==> src/rtl/mem_arbiter_pkg.sv <==
// Shared encodings for the IF/LSU memory arbiter: memory op/length codes,
// arbiter state encodings and the zero-word constant.
package mem_arbiter_pkg;

    typedef enum logic [1:0] {
        MEM_NOP  = 2'd0,
        MEM_LOAD = 2'd1,
        MEM_SAVE = 2'd2
    } mem_op_e;

    typedef enum logic [1:0] {
        MEM_WORD = 2'd0,
        MEM_HALF = 2'd1,
        MEM_BYTE = 2'd2
    } mem_len_e;

    typedef enum logic [1:0] {
        ARB_IDLE     = 2'd0,
        ARB_WAIT_IF  = 2'd1,
        ARB_WAIT_LSU = 2'd2,
        ARB_DRAIN    = 2'd3
    } arb_state_e;

    localparam logic [31:0] ZeroWord = 32'h0000_0000;
    localparam int STARVE_W = 4;

endpackage

==> src/rtl/mem_arbiter_if.sv <==
// Bundle of the IF, LSU and downstream controller signals around the arbiter.
// The slave modport is the arbiter's view; master is the surrounding cores/controller.
interface mem_arbiter_if;
    import mem_arbiter_pkg::*;

    logic        if_req;
    logic [31:0] if_addr;
    logic        if_done;
    logic [31:0] if_rdata;

    logic        lsu_req;
    mem_op_e     lsu_op;
    mem_len_e    lsu_len;
    logic [31:0] lsu_addr;
    logic [31:0] lsu_wdata;
    logic        lsu_done;
    logic [31:0] lsu_rdata;

    logic        dn_start;
    mem_op_e     dn_op;
    mem_len_e    dn_len;
    logic [31:0] dn_addr;
    logic [31:0] dn_wdata;
    logic        dn_done;
    logic [31:0] dn_rdata;

    modport slave (
        input  if_req, if_addr, lsu_req, lsu_op, lsu_len, lsu_addr, lsu_wdata,
               dn_done, dn_rdata,
        output if_done, if_rdata, lsu_done, lsu_rdata,
               dn_start, dn_op, dn_len, dn_addr, dn_wdata
    );

    modport master (
        output if_req, if_addr, lsu_req, lsu_op, lsu_len, lsu_addr, lsu_wdata,
               dn_done, dn_rdata,
        input  if_done, if_rdata, lsu_done, lsu_rdata,
               dn_start, dn_op, dn_len, dn_addr, dn_wdata
    );

endinterface

==> src/rtl/mem_arbiter_starve_ctr.sv <==
// Saturating count of LSU wins while IF waits; at_limit forces the next IF grant.
module mem_arbiter_starve_ctr
    import mem_arbiter_pkg::*;
#(
    parameter int LIMIT = 4
) (
    input  logic clk_in,
    input  logic rst_in,
    input  logic inc,
    input  logic clr,
    input  logic freeze,
    output logic at_limit
);

    localparam logic [STARVE_W-1:0] LimitVal = STARVE_W'(LIMIT);

    logic [STARVE_W-1:0] cnt;

    assign at_limit = (cnt == LimitVal);

    // Freeze wins over clear so a stalled pipeline leaves the count untouched.
    always_ff @(posedge clk_in or posedge rst_in) begin
        if (rst_in) begin
            cnt <= '0;
        end else if (!freeze) begin
            if (clr) begin
                cnt <= '0;
            end else if (inc && !at_limit) begin
                cnt <= cnt + STARVE_W'(1);
            end
        end
    end

endmodule

==> src/rtl/mem_arbiter.sv <==
// Single-outstanding arbiter between instruction fetch and the LSU in front of a
// shared memory controller; LSU has priority, bounded by a starvation counter.
module mem_arbiter
    import mem_arbiter_pkg::*;
#(
    parameter int STARVE_LIMIT = 4
) (
    input  logic           clk_in,
    input  logic           rst_in,
    input  logic           rdy_in,
    input  logic           flush_in,
    mem_arbiter_if.slave   bus
);

    arb_state_e state;
    logic       served_if;
    logic       served_lsu;
    logic       at_limit;
    logic       can_grant;
    logic       lsu_valid;
    logic       if_elig;
    logic       lsu_elig;
    logic       grant_if;
    logic       grant_lsu;

    assign can_grant = (state == ARB_IDLE) && rdy_in;
    assign lsu_valid = bus.lsu_req && ((bus.lsu_op == MEM_LOAD) || (bus.lsu_op == MEM_SAVE));
    assign if_elig   = bus.if_req && !flush_in && !served_if;
    assign lsu_elig  = lsu_valid && !served_lsu;
    assign grant_if  = can_grant && if_elig && (!lsu_elig || at_limit);
    assign grant_lsu = can_grant && lsu_elig && !grant_if;

    mem_arbiter_starve_ctr #(.LIMIT(STARVE_LIMIT)) u_starve (
        .clk_in   (clk_in),
        .rst_in   (rst_in),
        .inc      (grant_lsu && bus.if_req),
        .clr      (grant_if || flush_in),
        .freeze   (!rdy_in),
        .at_limit (at_limit)
    );

    always_ff @(posedge clk_in or posedge rst_in) begin
        if (rst_in) begin
            state         <= ARB_IDLE;
            served_if     <= 1'b0;
            served_lsu    <= 1'b0;
            bus.dn_start  <= 1'b0;
            bus.if_done   <= 1'b0;
            bus.lsu_done  <= 1'b0;
            bus.dn_op     <= MEM_NOP;
            bus.dn_len    <= MEM_WORD;
            bus.dn_addr   <= ZeroWord;
            bus.dn_wdata  <= ZeroWord;
            bus.if_rdata  <= ZeroWord;
            bus.lsu_rdata <= ZeroWord;
        end else begin
            bus.dn_start <= 1'b0;
            bus.if_done  <= 1'b0;
            bus.lsu_done <= 1'b0;
            case (state)
                // The served mask lasts one IDLE edge, stalled or not.
                ARB_IDLE: begin
                    served_if  <= 1'b0;
                    served_lsu <= 1'b0;
                    if (grant_if) begin
                        bus.dn_start <= 1'b1;
                        bus.dn_op    <= MEM_LOAD;
                        bus.dn_len   <= MEM_WORD;
                        bus.dn_addr  <= bus.if_addr;
                        bus.dn_wdata <= ZeroWord;
                        state        <= ARB_WAIT_IF;
                    end else if (grant_lsu) begin
                        bus.dn_start <= 1'b1;
                        bus.dn_op    <= bus.lsu_op;
                        bus.dn_len   <= bus.lsu_len;
                        bus.dn_addr  <= bus.lsu_addr;
                        bus.dn_wdata <= bus.lsu_wdata;
                        state        <= ARB_WAIT_LSU;
                    end
                end
                ARB_WAIT_IF: begin
                    if (flush_in) begin
                        state <= bus.dn_done ? ARB_IDLE : ARB_DRAIN;
                    end else if (bus.dn_done) begin
                        bus.if_done  <= 1'b1;
                        bus.if_rdata <= bus.dn_rdata;
                        served_if    <= 1'b1;
                        state        <= ARB_IDLE;
                    end
                end
                ARB_WAIT_LSU: begin
                    if (bus.dn_done) begin
                        bus.lsu_done <= 1'b1;
                        if (bus.dn_op == MEM_LOAD) begin
                            bus.lsu_rdata <= bus.dn_rdata;
                        end
                        served_lsu <= 1'b1;
                        state      <= ARB_IDLE;
                    end
                end
                ARB_DRAIN: begin
                    if (bus.dn_done) begin
                        state <= ARB_IDLE;
                    end
                end
                default: state <= ARB_IDLE;
            endcase
        end
    end

endmodule

==> src/flat_wrapper.sv <==
// flat-port wrapper written by rule: the top's interface ports become plain ports
module mem_arbiter_flat import mem_arbiter_pkg::*;
#(
    parameter int STARVE_LIMIT = 4
)
  (clk_in, rst_in, rdy_in, flush_in, bus_if_req, bus_if_addr, bus_lsu_req, bus_lsu_op, bus_lsu_len, bus_lsu_addr, bus_lsu_wdata, bus_dn_done, bus_dn_rdata, bus_if_done, bus_if_rdata, bus_lsu_done, bus_lsu_rdata, bus_dn_start, bus_dn_op, bus_dn_len, bus_dn_addr, bus_dn_wdata);
  mem_arbiter_if bus_i ();
  input  logic clk_in;
  input  logic rst_in;
  input  logic rdy_in;
  input  logic flush_in;
  input wire logic [$bits(bus_i.if_req)-1:0] bus_if_req;
  input wire logic [$bits(bus_i.if_addr)-1:0] bus_if_addr;
  input wire logic [$bits(bus_i.lsu_req)-1:0] bus_lsu_req;
  input wire logic [$bits(bus_i.lsu_op)-1:0] bus_lsu_op;
  input wire logic [$bits(bus_i.lsu_len)-1:0] bus_lsu_len;
  input wire logic [$bits(bus_i.lsu_addr)-1:0] bus_lsu_addr;
  input wire logic [$bits(bus_i.lsu_wdata)-1:0] bus_lsu_wdata;
  input wire logic [$bits(bus_i.dn_done)-1:0] bus_dn_done;
  input wire logic [$bits(bus_i.dn_rdata)-1:0] bus_dn_rdata;
  output wire logic [$bits(bus_i.if_done)-1:0] bus_if_done;
  output wire logic [$bits(bus_i.if_rdata)-1:0] bus_if_rdata;
  output wire logic [$bits(bus_i.lsu_done)-1:0] bus_lsu_done;
  output wire logic [$bits(bus_i.lsu_rdata)-1:0] bus_lsu_rdata;
  output wire logic [$bits(bus_i.dn_start)-1:0] bus_dn_start;
  output wire logic [$bits(bus_i.dn_op)-1:0] bus_dn_op;
  output wire logic [$bits(bus_i.dn_len)-1:0] bus_dn_len;
  output wire logic [$bits(bus_i.dn_addr)-1:0] bus_dn_addr;
  output wire logic [$bits(bus_i.dn_wdata)-1:0] bus_dn_wdata;
  assign bus_i.if_req = bus_if_req;
  assign bus_i.if_addr = bus_if_addr;
  assign bus_i.lsu_req = bus_lsu_req;
  assign bus_i.lsu_op = bus_lsu_op;
  assign bus_i.lsu_len = bus_lsu_len;
  assign bus_i.lsu_addr = bus_lsu_addr;
  assign bus_i.lsu_wdata = bus_lsu_wdata;
  assign bus_i.dn_done = bus_dn_done;
  assign bus_i.dn_rdata = bus_dn_rdata;
  assign bus_if_done = bus_i.if_done;
  assign bus_if_rdata = bus_i.if_rdata;
  assign bus_lsu_done = bus_i.lsu_done;
  assign bus_lsu_rdata = bus_i.lsu_rdata;
  assign bus_dn_start = bus_i.dn_start;
  assign bus_dn_op = bus_i.dn_op;
  assign bus_dn_len = bus_i.dn_len;
  assign bus_dn_addr = bus_i.dn_addr;
  assign bus_dn_wdata = bus_i.dn_wdata;
  mem_arbiter #(.STARVE_LIMIT(STARVE_LIMIT)) u_core (.clk_in(clk_in), .rst_in(rst_in), .rdy_in(rdy_in), .flush_in(flush_in), .bus(bus_i));
endmodule
==> config.mk <==
export PLATFORM = sky130hd
export DESIGN_NAME = mem_arbiter_flat
export DESIGN_NICKNAME = d
export VERILOG_FILES = /design/src/rtl/mem_arbiter_pkg.sv /design/src/rtl/mem_arbiter_if.sv /design/src/rtl/mem_arbiter_starve_ctr.sv /design/src/rtl/mem_arbiter.sv /design/src/flat_wrapper.sv
export SDC_FILE = /design/constraint.sdc
export NUM_CORES = 1
export LEC_CHECK = 0
export CORE_MARGIN = 2
export CORE_UTILIZATION = 41
export DETAILED_ROUTE_END_ITERATION = 10
export GPL_ROUTABILITY_DRIVEN = 0
export PLACE_DENSITY = 0.82
export SETUP_SLACK_MARGIN = 0.4
export SLEW_MARGIN = 25
export SYNTH_ARGS = -nofsm -noshare
export SYNTH_HDL_FRONTEND = slang
export SYNTH_SLANG_ARGS = --single-unit
==> constraint.sdc <==
create_clock -name clk_in -period 5.25 [get_ports clk_in]
set_input_delay 1.05 -clock clk_in [delete_from_list [all_inputs] [get_ports clk_in]]
set_output_delay 1.05 -clock clk_in [all_outputs]
set_load 0.1 [all_outputs]
After elaboration in Yosys (flattened, before gate mapping) --
Index checks and enable logic that the tools add are counted.
Storage, ports and cells: word-level logic and storage cells 85, bits of input ports 139, bits in registers 143, output and inout bits 135
Cells by class: add/sub/neg operators 1, bitwise operators 1, multiplexer cells 27, reductions and logical operators 32, equality and inequality tests 11
Operator list (number):
- $mux 32 | 4
- $mux 2 | 9
- $logic_and 1x1->1 | 11
- $mux 1 | 9
- $reduce_and 3->1 | 3
- $mux 4 | 2
- $reduce_bool 2->1 | 4
- $eq 2x1->1 const B | 3
- $eq 2x2->1 const B | 3
- $logic_not 1->1 | 6
- $ne 2x2->1 const B | 3
- $pmux 2 s3 | 1
- $reduce_and 2->1 | 3
- $add 4x1->4 const B | 1
- $eq 4x3->1 const B | 1
- $pmux 1 s2 | 2
- $logic_or 1x1->1 | 3
- $ne 3x1->1 const B | 1
- $logic_not 2->1 | 1
- $reduce_or 2->1 | 1
- $not 1->1 | 1

Longest topological paths before layout --
depth after elaboration 13, gate-level depth with buffers 8, depth with buffers taken out 6

By module --
From an unflattened synthesis, not the netlist that was laid out.
Unflattened totals: cells, all modules 464, area, all modules 6007.0 um^2
Modules (own cells, without submodules):
- mem_arbiter | instances 1, area an instance 5716.7 um^2, cells each 434, seq. area each 3478.3 um^2
- mem_arbiter_starve_ctr | instances 1, area an instance 290.3 um^2, cells each 30, seq. area each 100.1 um^2

Least setup slack after synthesis --
Ideal clock, no wire load.
path kind input -> register, start point input bus_lsu_op[0], end point register u_core.bus.dn_op[1] in the netlist's numbering, stages 6, setup time 122 ps, path slack 2939 ps, buffers on the path 2, required time 5128 ps, arrival 2189 ps, cell sequence xnor2_1 -> or2_1 -> a21o_1 -> buf_2 -> buf_2 -> a22o_1
On the way: longest elaborated chain between the ends 11, elaborated cells between the ends (all ways) 14, those cells by class 2 x eq/ne; 1 x mux; 11 x reduce/logical
RTL lines:
- start: declaration | line flat_wrapper.sv:15 | input wire logic [$bits(bus_i.lsu_op)-1:0] bus_lsu_op;
- $eq 2x1->1 / $eq 2x2->1 (equally long branches) | line mem_arbiter.sv:27 | assign lsu_valid = bus.lsu_req && ((bus.lsu_op == MEM_LOAD) || (bus.lsu_op == MEM_SAVE));
- $logic_or 1x1->1 * | line mem_arbiter.sv:27
- $logic_and 1x1->1 * | line mem_arbiter.sv:27
- $logic_and 1x1->1 * | line mem_arbiter.sv:29 | assign lsu_elig = lsu_valid && !served_lsu;
- $logic_not 1->1 | line mem_arbiter.sv:30 | assign grant_if = can_grant && if_elig && (!lsu_elig || at_limit);
- $logic_or 1x1->1 | line mem_arbiter.sv:30
- $logic_and 1x1->1 | line mem_arbiter.sv:30
- $logic_not 1->1 | line mem_arbiter.sv:31 | assign grant_lsu = can_grant && lsu_elig && !grant_if;
- $logic_and 1x1->1 | line mem_arbiter.sv:31
- $reduce_bool 2->1 (no line)
- $reduce_and 2->1 (no line)
- end signal: assignment | line mem_arbiter.sv:74 | bus.dn_op <= bus.lsu_op;
- end: declaration | line mem_arbiter_if.sv:31 | dn_start, dn_op, dn_len, dn_addr, dn_wdata
Mark *: on every way between the ends. The rest lies on a longest branch, timed or not. A chain may end at the register's enable or synchronous reset.

Worst setup path in the final report --
start point register u_core.bus.dn_op[0] in the netlist's numbering, end point output bus_dn_op[0]
RTL lines:
- end: declaration | line flat_wrapper.sv:26 | output wire logic [$bits(bus_i.dn_op)-1:0] bus_dn_op;
No word-level cell between the ends.

==> flow_metrics.env <==
export IMPL_synth_cell_types=37
export IMPL_syn_nets=521
export IMPL_ys_warn_count=0
export IMPL_post_route_period_util_pct=57.42
export IMPL_ys_seq_elements=143
export IMPL_drive_above_1_share_pct=15.81
export IMPL_cp_required_ns=4.20
export IMPL_clk_path_buf_depth=2
export IMPL_maxCapViolations=0
export IMPL_worst_slew_pin_slew_ns=1.032
export IMPL_critPathLaunchType="flop"
export IMPL_postCtsHoldBufs=0
export IMPL_post_cts_buffers=0
export IMPL_vias_per_cell=5.017
export IMPL_yosys_area_top_type="dfrtp_1"
export IMPL_max_freq_ghz=0.3317
export IMPL_tritoncts="done"
export IMPL_firstDrtPassIters=5
export IMPL_cp_slowest_cell="clkdlybuf4s50_1"
export IMPL_finalHoldViolations=0
export IMPL_die_width_um=121.2
export IMPL_status="finished clean"
export IMPL_syn_area_per_cell_um2=14.81
export IMPL_period_needed_ns=3.014
export IMPL_hold_path_class="flop to flop"
export IMPL_crit_fanout=3
export IMPL_placed_area_um2=8488
export IMPL_grt_pass1_vias=4486
export IMPL_dieHeight_um=121.2
export IMPL_cp_top_family="buffers and inverters"
export IMPL_final_nets=792
export IMPL_diodes=0
export IMPL_crit_cells=1
export IMPL_synthMuxAreaShare_pct=13.01
export IMPL_worst_setup_path_type="flop to output pin"
export IMPL_clkTransAtPathRegs_ns=0.06
export IMPL_wl_um=15390
export IMPL_grt_pass1_wl_um=23860
export IMPL_slowest_delay_ns=1.17
export IMPL_first_iter_violations=215
export IMPL_rsz0062_at_grt="no"
export IMPL_slew_headroom_pct=30.97
export IMPL_fin_area_um2=9094
export IMPL_grt_antenna_before_repair=0
export IMPL_cts_root_buffer="clkbuf_16"
export IMPL_synth_area_um2=5628
export IMPL_setup_violations_final=0
export IMPL_synth_top_family_by_area="compound AO/OA/AOI/OAI gates"
export IMPL_cts_sinks=143
export IMPL_arrival_ns=1.96
export IMPL_end_kind="output pin"
export IMPL_fin_worst_skew_ns=0.01149
export IMPL_post_synth_xor_area_fraction_pct=0.3112
export IMPL_drc_errors=0
export IMPL_yosysTopAreaCellShare_pct=63.58
export IMPL_cts_htree_levels=4
export IMPL_grtUsageTotal_pct=21.24
export IMPL_io_buffers=273
export IMPL_coreArea_um2=13350
export IMPL_num_vias=4214
export IMPL_avgRoutedWirePerCell_um=18.32
export IMPL_areaGrowthSynthToFinish_pct=61.58
export IMPL_synth_compound_area_share_pct=13.43
export IMPL_r2r_cells=6
export IMPL_ant_nets=0
export IMPL_crit_chain="clkdlybuf4s50_1"
export IMPL_grt_max_degree=96
export IMPL_yosysSeqAreaShare_pct=63.58
export IMPL_io_pin_count=274
export IMPL_yosys_top_cells_area="dfrtp_1 (64%), mux2_2 (13%), a22o_1 (5.9%)"
export IMPL_synth_cells=380
export IMPL_grt_overflow=0
export IMPL_clkLatencyLatePin_ns=0.41
export IMPL_crit_buf_inv=1
export IMPL_initial_utilization_pct=42.16
export IMPL_cts_resized=0
export IMPL_cts_buffers=17
export IMPL_final_max_slew_viol_count=0
export IMPL_hold_path_cell_count=1
export IMPL_synth_fa_ha_area_share_pct=0.4446
export IMPL_dp_hpwl_um=11160
export IMPL_synth_simple_area_share_pct=5.892
export IMPL_setup_tns_ns=0
export IMPL_dieArea_um2=14680
export IMPL_row_count=42
## layout make-up
type | instances | area (um2)
clock buffers | 22 | 484.2
clock inverters | 10 | 101.3
fillers | 949 | 4254
inverters | 8 | 33.78
multi-input cells | 203 | 1881
flip-flops and latches | 143 | 3578
well taps | 176 | 220.2
repair buffers | 278 | 2795
## synthesized netlist by cell type
library cell,instances
dfrtp_1,143
mux2_2,64
a22o_1,38
a221o_1,32
and2_0,27
buf_2,12
inv_1,8
clkbuf_1,6
nor2_1,6
and2_1,5
buf_4,4
buf_6,4
a21o_1,2
and3b_1,2
ha_1,2
nand2_1,2
nor4_1,2
xnor2_1,2
a21oi_1,1
a2bb2oi_1,1
a311oi_2,1
a31oi_1,1
and4_1,1
and4bb_2,1
mux2_1,1
nand2b_1,1
nand3_1,1
nand3b_1,1
nand4bb_1,1
nor3_1,1
nor4b_1,1
o211ai_1,1
o21bai_1,1
o311a_4,1
o311ai_0,1
o31ai_1,1
or2_1,1
## layout by cell type, fill, tap and decap left out, types with 2 or more instances in the layout
master	instances
clkdlybuf4s50_1	273
dfrtp_1	143
mux2_2	64
a22o_1	38
a221o_1	32
and2_0	27
clkbuf_16	17
inv_1	7
nor2_1	6
and2_1	5
clkbuf_8	4
clkinvlp_4	3
buf_4	3
xnor2_1	2
nand2_1	2
and3b_1	2
nor4_1	2
ha_1	2
clkinv_2	2
inv_6	2
clkinv_4	2
buf_12	2
## worst register-to-register path: cells and delay by family (launching register included)
| kind | cells | cell delay, ns |
|---|---|---|
| buf+inv | 2 | 0.67 |
| compound gates | 2 | 0.62 |
| flops | 1 | 0.38 |
| simple gates | 1 | 0.24 |
| fa+ha+maj | 1 | 0.19 |
## cell families after synthesis
kind of cell / Yosys count
flip-flops: 143
adder cells (fa/ha/maj): 2
buffers and inverters: 34
XOR/XNOR: 2
AO/OA/AOI/OAI: 81
multiplexers: 65
AND/OR/NAND/NOR: 53
## per-layer routing
| metal | part of all wire, % | vias to the layer above | track usage [%] | wire length [um] |
|---|---|---|---|---|
| met2 | 51 | 192 | 36.90 | 7919 |
| met3 | 8.6 | 21 | 7.190 | 1323 |
| met4 | 1.6 | 0 | 6.897 | 243 |
| met5 | 0 | - | 0 | 0 |
| li1 | - | 1953 | - | - |
| met1 | 38 | 2048 | 24.67 | 5901 |
## sequential cells by signal, summed over array words and instances, names as in the netlist
signal and flops:
u_core.bus.dn_start 1, u_core.state 2, u_core.bus.dn_op 2, u_core.served_if 1, u_core.bus.dn_addr 32, u_core.bus.lsu_rdata 32
u_core.bus.if_rdata 32, u_core.bus.dn_len 2, u_core.u_starve.cnt 4, u_core.bus.lsu_done 1, u_core.served_lsu 1, u_core.bus.dn_wdata 32
u_core.bus.if_done 1
## path summary, 6_finish.rpt
path	from	slack (ns)	endpoint
worst max-delay path	u_core.bus.dn_op[0]	2.24	bus_dn_op[0]
worst min-delay path	u_core.bus.lsu_rdata[14]	0.50	u_core.bus.lsu_rdata[14]
worst max register to register	u_core.u_starve.cnt[0]	3.09	u_core.bus.dn_addr[8]
worst min register to register	u_core.bus.lsu_rdata[14]	0.50	u_core.bus.lsu_rdata[14]
max in group asynchronous	rst_in	3.39	u_core.bus.dn_addr[4]
min in group asynchronous	rst_in	1.02	u_core.bus.dn_len[0]
## metrics by stage
stage	setup slack (ns)	util, %	hold slack (ns)	cells
final	2.236	68.13	0.5013	840
after global routing	2.184	68.13	0.5159	840
after CTS	2.217	67.98	0.5073	839
after detailed placement	2.030	63.59	0.4931	807
after global placement	1.697	63.55	0.4740	807
after floorplan	2.409	-	0.4701	380
Power is not shown: default switching activity piles up to over one toggle a cycle in this logic, so the estimate is an artifact.
